`src/rtl/lc3b_types.sv`:
```
// Shared LC-3b pipeline types: datapath word, stage control word and the
// pipeline controller state encoding.
package lc3b_types;

    localparam int unsigned WORD_W  = 16;
    localparam int unsigned STALL_W = 16;

    typedef logic [WORD_W-1:0] lc3b_word;

    // Control word carried through ID/EX, EX/MEM and MEM/WB; all-zero is a bubble.
    typedef struct packed {
        logic [3:0] opcode;
        logic       load_regfile;
        logic       load_cc;
        logic       mem_read;
        logic       mem_write;
        logic       branch;
    } lc3b_control_word;

    typedef enum logic [0:0] {
        S_INIT = 1'b0,
        S_RUN  = 1'b1
    } pipe_state_t;

endpackage

```
`src/rtl/sat_counter16.sv`:
```
// 16-bit up counter that sticks at all-ones instead of wrapping.
// Ports: clk, reset (async, active-high), inc (count enable), count (value).
module sat_counter16
    import lc3b_types::*;
(
    input  logic               clk,
    input  logic               reset,
    input  logic               inc,
    output logic [STALL_W-1:0] count
);

    localparam logic [STALL_W-1:0] COUNT_MAX = {STALL_W{1'b1}};

    // Increment unless already saturated.
    always_ff @(posedge clk or posedge reset) begin
        if (reset) begin
            count <= '0;
        end else if (inc && (count != COUNT_MAX)) begin
            count <= count + STALL_W'(1);
        end
    end

endmodule

```
`src/rtl/pipe_ctrl.sv`:
```
// Pipeline controller: issues I/D cache requests, advances all stage
// registers together when both memories are satisfied ("step"), and
// handles load-use bubbles and taken-branch flushes.
// Ports: clk, reset (async, active-high); icache_resp, dcache_resp,
// mem_is_load, mem_is_store, load_use_hazard, branch_taken (inputs);
// icache_read, dcache_read, dcache_write, pc_load, *_advance, *_flush,
// stall_count (outputs, combinational except stall_count).
module pipe_ctrl
    import lc3b_types::*;
(
    input  logic               clk,
    input  logic               reset,
    input  logic               icache_resp,
    input  logic               dcache_resp,
    input  logic               mem_is_load,
    input  logic               mem_is_store,
    input  logic               load_use_hazard,
    input  logic               branch_taken,
    output logic               icache_read,
    output logic               dcache_read,
    output logic               dcache_write,
    output logic               pc_load,
    output logic               ifid_advance,
    output logic               idex_advance,
    output logic               exmem_advance,
    output logic               memwb_advance,
    output logic               ifid_flush,
    output logic               idex_flush,
    output logic               exmem_flush,
    output logic [STALL_W-1:0] stall_count
);

    pipe_state_t state, state_next;
    logic        i_done, i_done_next;
    logic        d_done, d_done_next;
    logic        run, d_need, step;

    // State and completion-flag registers.
    always_ff @(posedge clk or posedge reset) begin
        if (reset) begin
            state  <= S_INIT;
            i_done <= 1'b0;
            d_done <= 1'b0;
        end else begin
            state  <= state_next;
            i_done <= i_done_next;
            d_done <= d_done_next;
        end
    end

    // Next state, flag update, requests and stage enables.
    always_comb begin
        state_next    = state;
        i_done_next   = i_done;
        d_done_next   = d_done;
        icache_read   = 1'b0;
        dcache_read   = 1'b0;
        dcache_write  = 1'b0;
        pc_load       = 1'b0;
        ifid_advance  = 1'b0;
        idex_advance  = 1'b0;
        exmem_advance = 1'b0;
        memwb_advance = 1'b0;
        ifid_flush    = 1'b0;
        idex_flush    = 1'b0;
        exmem_flush   = 1'b0;

        run    = (state == S_RUN);
        d_need = mem_is_load | mem_is_store;
        // Responses count in the cycle they arrive, so step is same-cycle.
        step   = run & (i_done | icache_resp) & (~d_need | d_done | dcache_resp);

        case (state)
            S_INIT: state_next = S_RUN;
            S_RUN:  state_next = S_RUN;
            default: state_next = S_INIT;
        endcase

        if (run) begin
            icache_read  = ~i_done;
            dcache_read  = mem_is_load  & ~d_done;
            dcache_write = mem_is_store & ~d_done;
        end

        // A response only latches while its request is up; a step retires both.
        if (step) begin
            i_done_next = 1'b0;
            d_done_next = 1'b0;
        end else begin
            if (icache_read && icache_resp) begin
                i_done_next = 1'b1;
            end
            if ((dcache_read || dcache_write) && dcache_resp) begin
                d_done_next = 1'b1;
            end
        end

        if (step) begin
            idex_advance  = 1'b1;
            exmem_advance = 1'b1;
            memwb_advance = 1'b1;
            if (branch_taken) begin
                // Redirect wins over a load-use bubble: squash everything younger.
                pc_load      = 1'b1;
                ifid_advance = 1'b1;
                ifid_flush   = 1'b1;
                idex_flush   = 1'b1;
                exmem_flush  = 1'b1;
            end else if (load_use_hazard) begin
                // Hold PC and IF/ID, insert a bubble into ID/EX.
                idex_flush   = 1'b1;
            end else begin
                pc_load      = 1'b1;
                ifid_advance = 1'b1;
            end
        end
    end

    sat_counter16 u_stall_cnt (
        .clk   (clk),
        .reset (reset),
        .inc   (run & ~step),
        .count (stall_count)
    );

endmodule

```
`config.mk`:
```
export PLATFORM = sky130hd
export DESIGN_NAME = pipe_ctrl
export DESIGN_NICKNAME = d
export VERILOG_FILES = /design/src/rtl/lc3b_types.sv /design/src/rtl/sat_counter16.sv /design/src/rtl/pipe_ctrl.sv
export SDC_FILE = /design/constraint.sdc
export NUM_CORES = 1
export LEC_CHECK = 0
export ABC_AREA = 0
export BUFFER_PORTS_ARGS = -buffer_cell sky130_fd_sc_hd__buf_2
export CAP_MARGIN = 20
export CORE_ASPECT_RATIO = 1.4
export CORE_MARGIN = 5
export CORE_UTILIZATION = 25
export CTS_BUF_LIST = sky130_fd_sc_hd__clkbuf_2
export DETAILED_ROUTE_END_ITERATION = 16
export PLACE_DENSITY_LB_ADDON = 0.15
export SETUP_SLACK_MARGIN = 0.15
export SYNTH_ARGS = -nofsm -noshare
export SYNTH_HDL_FRONTEND = slang
export SYNTH_SLANG_ARGS = --single-unit
```
`constraint.sdc`:
```
create_clock -name clk -period 1.9 [get_ports clk]
set_clock_uncertainty 0.1 [all_clocks]
set_input_delay 0.095 -clock clk [delete_from_list [all_inputs] [get_ports clk]]
set_output_delay 0.095 -clock clk [all_outputs]
set_load 0.02 [all_outputs]
```
== Word level (Yosys, flattened, before mapping) ==
Index checks and enable logic that the tools add are counted.

* Flip-flop bits (word level): 19
* Input bits: 8
* Logic and storage cells: 41

* Add/sub/neg operators: 1
* Equal/unequal tests: 1
* Muxes and demuxes: 16
* Bitwise operators: 13
* Reductions and logical operators: 6

{| class="wikitable"
|+ Operator list
! kind !! number
|-
| 16-bit by 1-bit adder with 16-bit output, second input constant || 1
|-
| 1-bit 2-to-1 mux || 16
|-
| 16-bit inequality test, second input constant || 1
|-
| 1-bit AND || 5
|-
| 1-bit inverter || 4
|-
| 1-bit bitwise OR || 4
|-
| 2-bit nonzero test || 2
|-
| 1-bit logical AND || 3
|-
| 1-bit logical OR || 1
|}

== Depth between registers and ports, before layout ==
* Word-level depth: 8
* Mapped depth: 6
* Gate-level depth less buffers: 6

== Cells and area by module ==
A second synthesis with hierarchy kept.

* Cell total of the unflattened synthesis: 98
* Area, all modules: 1042.2 µm²

{| class="wikitable"
|+ By module, submodules not included
! module !! times used !! cells each !! area each (µm²)
|-
| sat_counter16 || 1 || 71 || 805.8
|-
| pipe_ctrl || 1 || 27 || 236.5
|}

== Least setup slack after synthesis ==
No wires, ideal clock.

* Kind: reg-to-reg
* Start: register u_stall_cnt.count[0]
* End: register u_stall_cnt.count[12]
* Data arrival time: 1.638 ns
* Required time: 1.671 ns
* Path slack: 0.032 ns
* Stages on the path, launching flop included: 7
* Cell sequence: dfrtp_1 > ha_1 > nand3_4 > nor2_1 > nand4_1 > or3_1 > xnor2_1

* Cells in the longest elaborated chain, start to end: 2
* Elaborated cells on any way between the ends: 3
* Those cells by class: add/sub (1); eq/ne (1); reduce/logical (1)

{| class="wikitable"
|+ Ends and longest elaborated chain
! what !! line !! RTL
|-
| from (decl) || sat_counter16.sv:9 || <nowiki>output logic [STALL_W-1:0] count</nowiki>
|-
| from (signal assigned) || sat_counter16.sv:19 || <nowiki>count <= count + STALL_W'(1);</nowiki>
|-
| parallel branches: the longest is 2 deep, another holds 16-bit by 1-bit adder with 16-bit output || - ||
|}

Several ways; the timed one is not identified.
A chain may end at the register's enable or synchronous reset.

== Worst setup path in the final report ==
* Start: register d_done
* End: register u_stall_cnt.count[12]

* Cells in the longest elaborated chain, start to end: 6

{| class="wikitable"
|+ Ends and longest elaborated chain
! what !! line !! RTL
|-
| from (decl) || pipe_ctrl.sv:35 || <nowiki>logic d_done, d_done_next;</nowiki>
|-
| from (signal assigned) || pipe_ctrl.sv:47 || <nowiki>d_done <= d_done_next;</nowiki>
|-
| 1-bit bitwise OR (2 in series) || pipe_ctrl.sv:71 || <nowiki>step = run & (i_done | icache_resp) & (~d_need | d_done | dcache_resp);</nowiki>
|-
| 1-bit AND || pipe_ctrl.sv:71 ||
|-
| 1-bit inverter || pipe_ctrl.sv:122 || <nowiki>.inc (run & ~step),</nowiki>
|-
| 1-bit AND || pipe_ctrl.sv:122 ||
|-
| 1-bit logical AND || sat_counter16.sv:18 || <nowiki>end else if (inc && (count != COUNT_MAX)) begin</nowiki>
|}

No other way between the ends.

==> results.md <==
* Status: completed
* Final Instance Count excl. Fillers at 190
* Most common cell in the synthesized netlist: dfrtp_1
* Area Overhead vs Synth at 38.3%
* Bufs on Longest Clock Path at 2
* Sw Pwr at 0.493 mW
* Sw frac at 39.6%
* Synth cell types at 31
* IO buf count at 34
* Flops & latches, synth at 19
* Num CTS Buffers at 3
* Post-synth ARST share at 100%
* Avg Cell Area, Syn at 10.2 sq um
* Leak at 0.671 nW
* Final setup margin at 0.154 ns
* Net Count, Synth at 111
* Final Max Slew Viols at 0
* Chip width at 64.6 microns
* WS Path Type: flip-flop to flip-flop
* Hold Crit Class: input port to flip-flop
* Worst path required time at 2.01 ns
* Largest area contributor in the netlist: dfrtp_1
* Largest family of logic cells by synthesized area: simple AND/OR/NAND/NOR gates
* Filler cells at 410
* F_max at 0.573 GHz
* Setup TNS at 0 ns
* Logic pwr share at 39.7%
* CTS HTree Levels at 1
* Std cell rows at 27
* Largest net degree at the start of global routing at 20
* Final net count at 157
* Area contributors post-synth: dfrtp_1, xnor2_1, mux2_1, nor2_1, nand3_1
* Cell count after placement at 177
* Core Area at 3990 sq um
* DRT iter0 DRCs at 31
* Synth top area share at 45.5%
* Flop pwr share at 46.0%
* Final setup viols at 0
* Ranking of synthesized cells by instance count: dfrtp_1, nor2_1, nand3_1
* Vias in the first global route at 948
* Xor/xnor share of the synthesized area at 8.38%
* Number of synthesized flops with an enable pin at 0
* Min cycle time layout at 1.75 ns
* Pre-CTS setup slack at 0.107 ns
* Pwr dens at 861 nW/um^2
* Vias/cell at 4.84
* Synthesized area at 1040 sq um
* Clock transition at path regs at 0.18 ns
* Max cap viols at 0
* Hold Violations, Final at 0
* Post-Synth Adder-Cell Area at 1.20%
* RSZ-0062 raised after global routing: true
* Post-route DRC at 0
* RD Place Congestion at 0.819
* Worst slew margin at 51.4%
* Ports at 35
* Initial core utilization at 26.2%
* Power Internal at 0.752 mW
* Drt wl/cell at 13.9 microns
* Worst-margin pin slew at 0.728 ns
* Final wirelength at 2640 microns
* Worst setup EP type: flip-flop
* Die area at 5590 sq um
* CTS tree: built
* Seq/Total Area, Yosys at 45.5%
* Clock sink count at 19
* Detail Placement HPWL at 2020 microns
* Yosys warnings at 0
* Die H at 86.5 microns
* CTS root buf: clkbuf_2
* Skew-Pair Late Insertion Delay at 0.30 ns
* First-pass GRT wire length at 4370 microns
* Antenna-violating nets left at 0
* Ys flop type: dfrtp_1
* Antenna diodes at 0
* Maximum vdd drop at 0.000435 V
* Nature of the critical path startpoint: flip-flop
* Via Count at 920
* Cell Area, Placed at 1260 sq um
* Final period util at 91.9%
* Crit path DAT at 1.85 ns
* Gr ovfl total at 0
* Layout cell share with drive strength beyond 1 at 49.0%
* Multiplexer area fraction after synthesis at 4.31%
* Final Cell Area at 1450 sq um
* CP Max Fanout at 4
* Iteration count of the initial detailed-routing pass at 4
* Synth Area in Simple Gates at 26.6%
* Initial antenna violation count at 0
* Syn Inst Count at 102
* GRT Overall Usage at 9.69%
* Clk pwr share at 14.3%
* Compound-gate portion of the synthesized area at 8.98%
==> cells by family after synthesis <==
family | after synthesis
other | 1
XOR/XNOR | 10
flip-flops | 19
AND/OR/NAND/NOR | 48
adder cells (fa/ha/maj) | 1
AO/OA/AOI/OAI | 10
multiplexers | 4
buffers and inverters | 9
==> power by group through the flow <==
stage / clock, mW / combinational, mW / sequential (mW)
finish: 0.178 / 0.494 / 0.573
global placement: 0 / 0.422 / 0.585
detailed placement: 0 / 0.424 / 0.591
CTS: 0.185 / 0.486 / 0.574
floorplan: 0 / 0.211 / 0.657
global route: 0.202 / 0.538 / 0.589
==> final timing paths <==
check	startpoint	end	slack, ns	cells after the start
min in group asynchronous	reset	u_stall_cnt.count[10]	0.32	3
max	d_done	u_stall_cnt.count[12]	0.15	4
min	icache_resp	i_done	0.02	3
min reg2reg	u_stall_cnt.count[12]	u_stall_cnt.count[12]	0.42	1
max reg2reg	d_done	u_stall_cnt.count[12]	0.15	4
max in group asynchronous	reset	u_stall_cnt.count[9]	0.87	3
==> per-layer routing <==
metal | vias to the layer above | wire (microns) | global-route usage, %
li1 | 445 | - | -
met1 | 436 | 1060 | 11.0
met2 | 32 | 1300 | 17.0
met3 | 7 | 210 | 2.33
met4 | 0 | 75 | 4.42
met5 | - | 0 | 0
==> final cells by class <==
cell class	instances	area (sq um)	area share, %
Multi-Input combinational cell	74	597	41.3
Sequential cell	19	482	33.3
Inverter	5	18.8	1.30
Timing Repair Buffer	45	274	19.0
Clock buffer	4	20.0	1.39
Tap cell	43	53.8	3.72
==> critical path, cell delays in order (launching register included) <==
cell and delay (ns):
dfrtp_2 0.48, o32ai_4 0.36, nand4_1 0.22, or3_1 0.37
xnor2_1 0.13
==> state kept, by name (all words and copies together) (netlist names) <==
signal             cells
u_stall_cnt.count     16
i_done                 1
d_done                 1
run                    1
==> cells in the final DEF, fill, tap and decap left out, drive strengths merged <==
| cell | synthesis | final |
|---|---|---|
| a211o | 1 | 1 |
| a21oi | 1 | 1 |
| a31oi | 2 | 2 |
| and3 | 3 | 3 |
| buf | 4 | 44 |
| clkbuf | 0 | 4 |
| conb | 1 | 1 |
| dfrtp | 19 | 19 |
| dlygate4sd3 | 0 | 1 |
| ha | 1 | 1 |
| inv | 5 | 5 |
| mux2 | 4 | 4 |
| nand2 | 6 | 6 |
| nand3 | 8 | 8 |
| nand4 | 5 | 5 |
| nor2 | 14 | 14 |
| nor2b | 1 | 1 |
| nor3 | 5 | 5 |
| nor3b | 2 | 2 |
| nor4 | 1 | 1 |
| o21a | 3 | 3 |
| o21ai | 1 | 1 |
| o32a | 1 | 1 |
| o32ai | 1 | 1 |
| or2b | 1 | 1 |
| or3 | 2 | 2 |
| xnor2 | 6 | 6 |
| xor2 | 4 | 4 |
==> metrics by stage <==
stage / util (%) / hold slack (ns) / total power, mW
CTS: 33.6 / 0.0191 / 1.24
finish: 36.3 / 0.0163 / 1.24
global route: 36.3 / 0.0296 / 1.33
global placement: 31.6 / 0.171 / 1.01
detailed placement: 31.6 / 0.180 / 1.02
floorplan: - / -0.0540 / 0.869
==> what timing repair did <==
item                                   in CTS  in global routing
buffers inserted                            3                  5
pin swaps                                   2                  8
setup endpoints to repair                   9                 16
endpoints found under the hold margin      19                  0
hold buffers                                1                  0
resized for setup                           7                 15
Power figures use the tool's default switching activity.
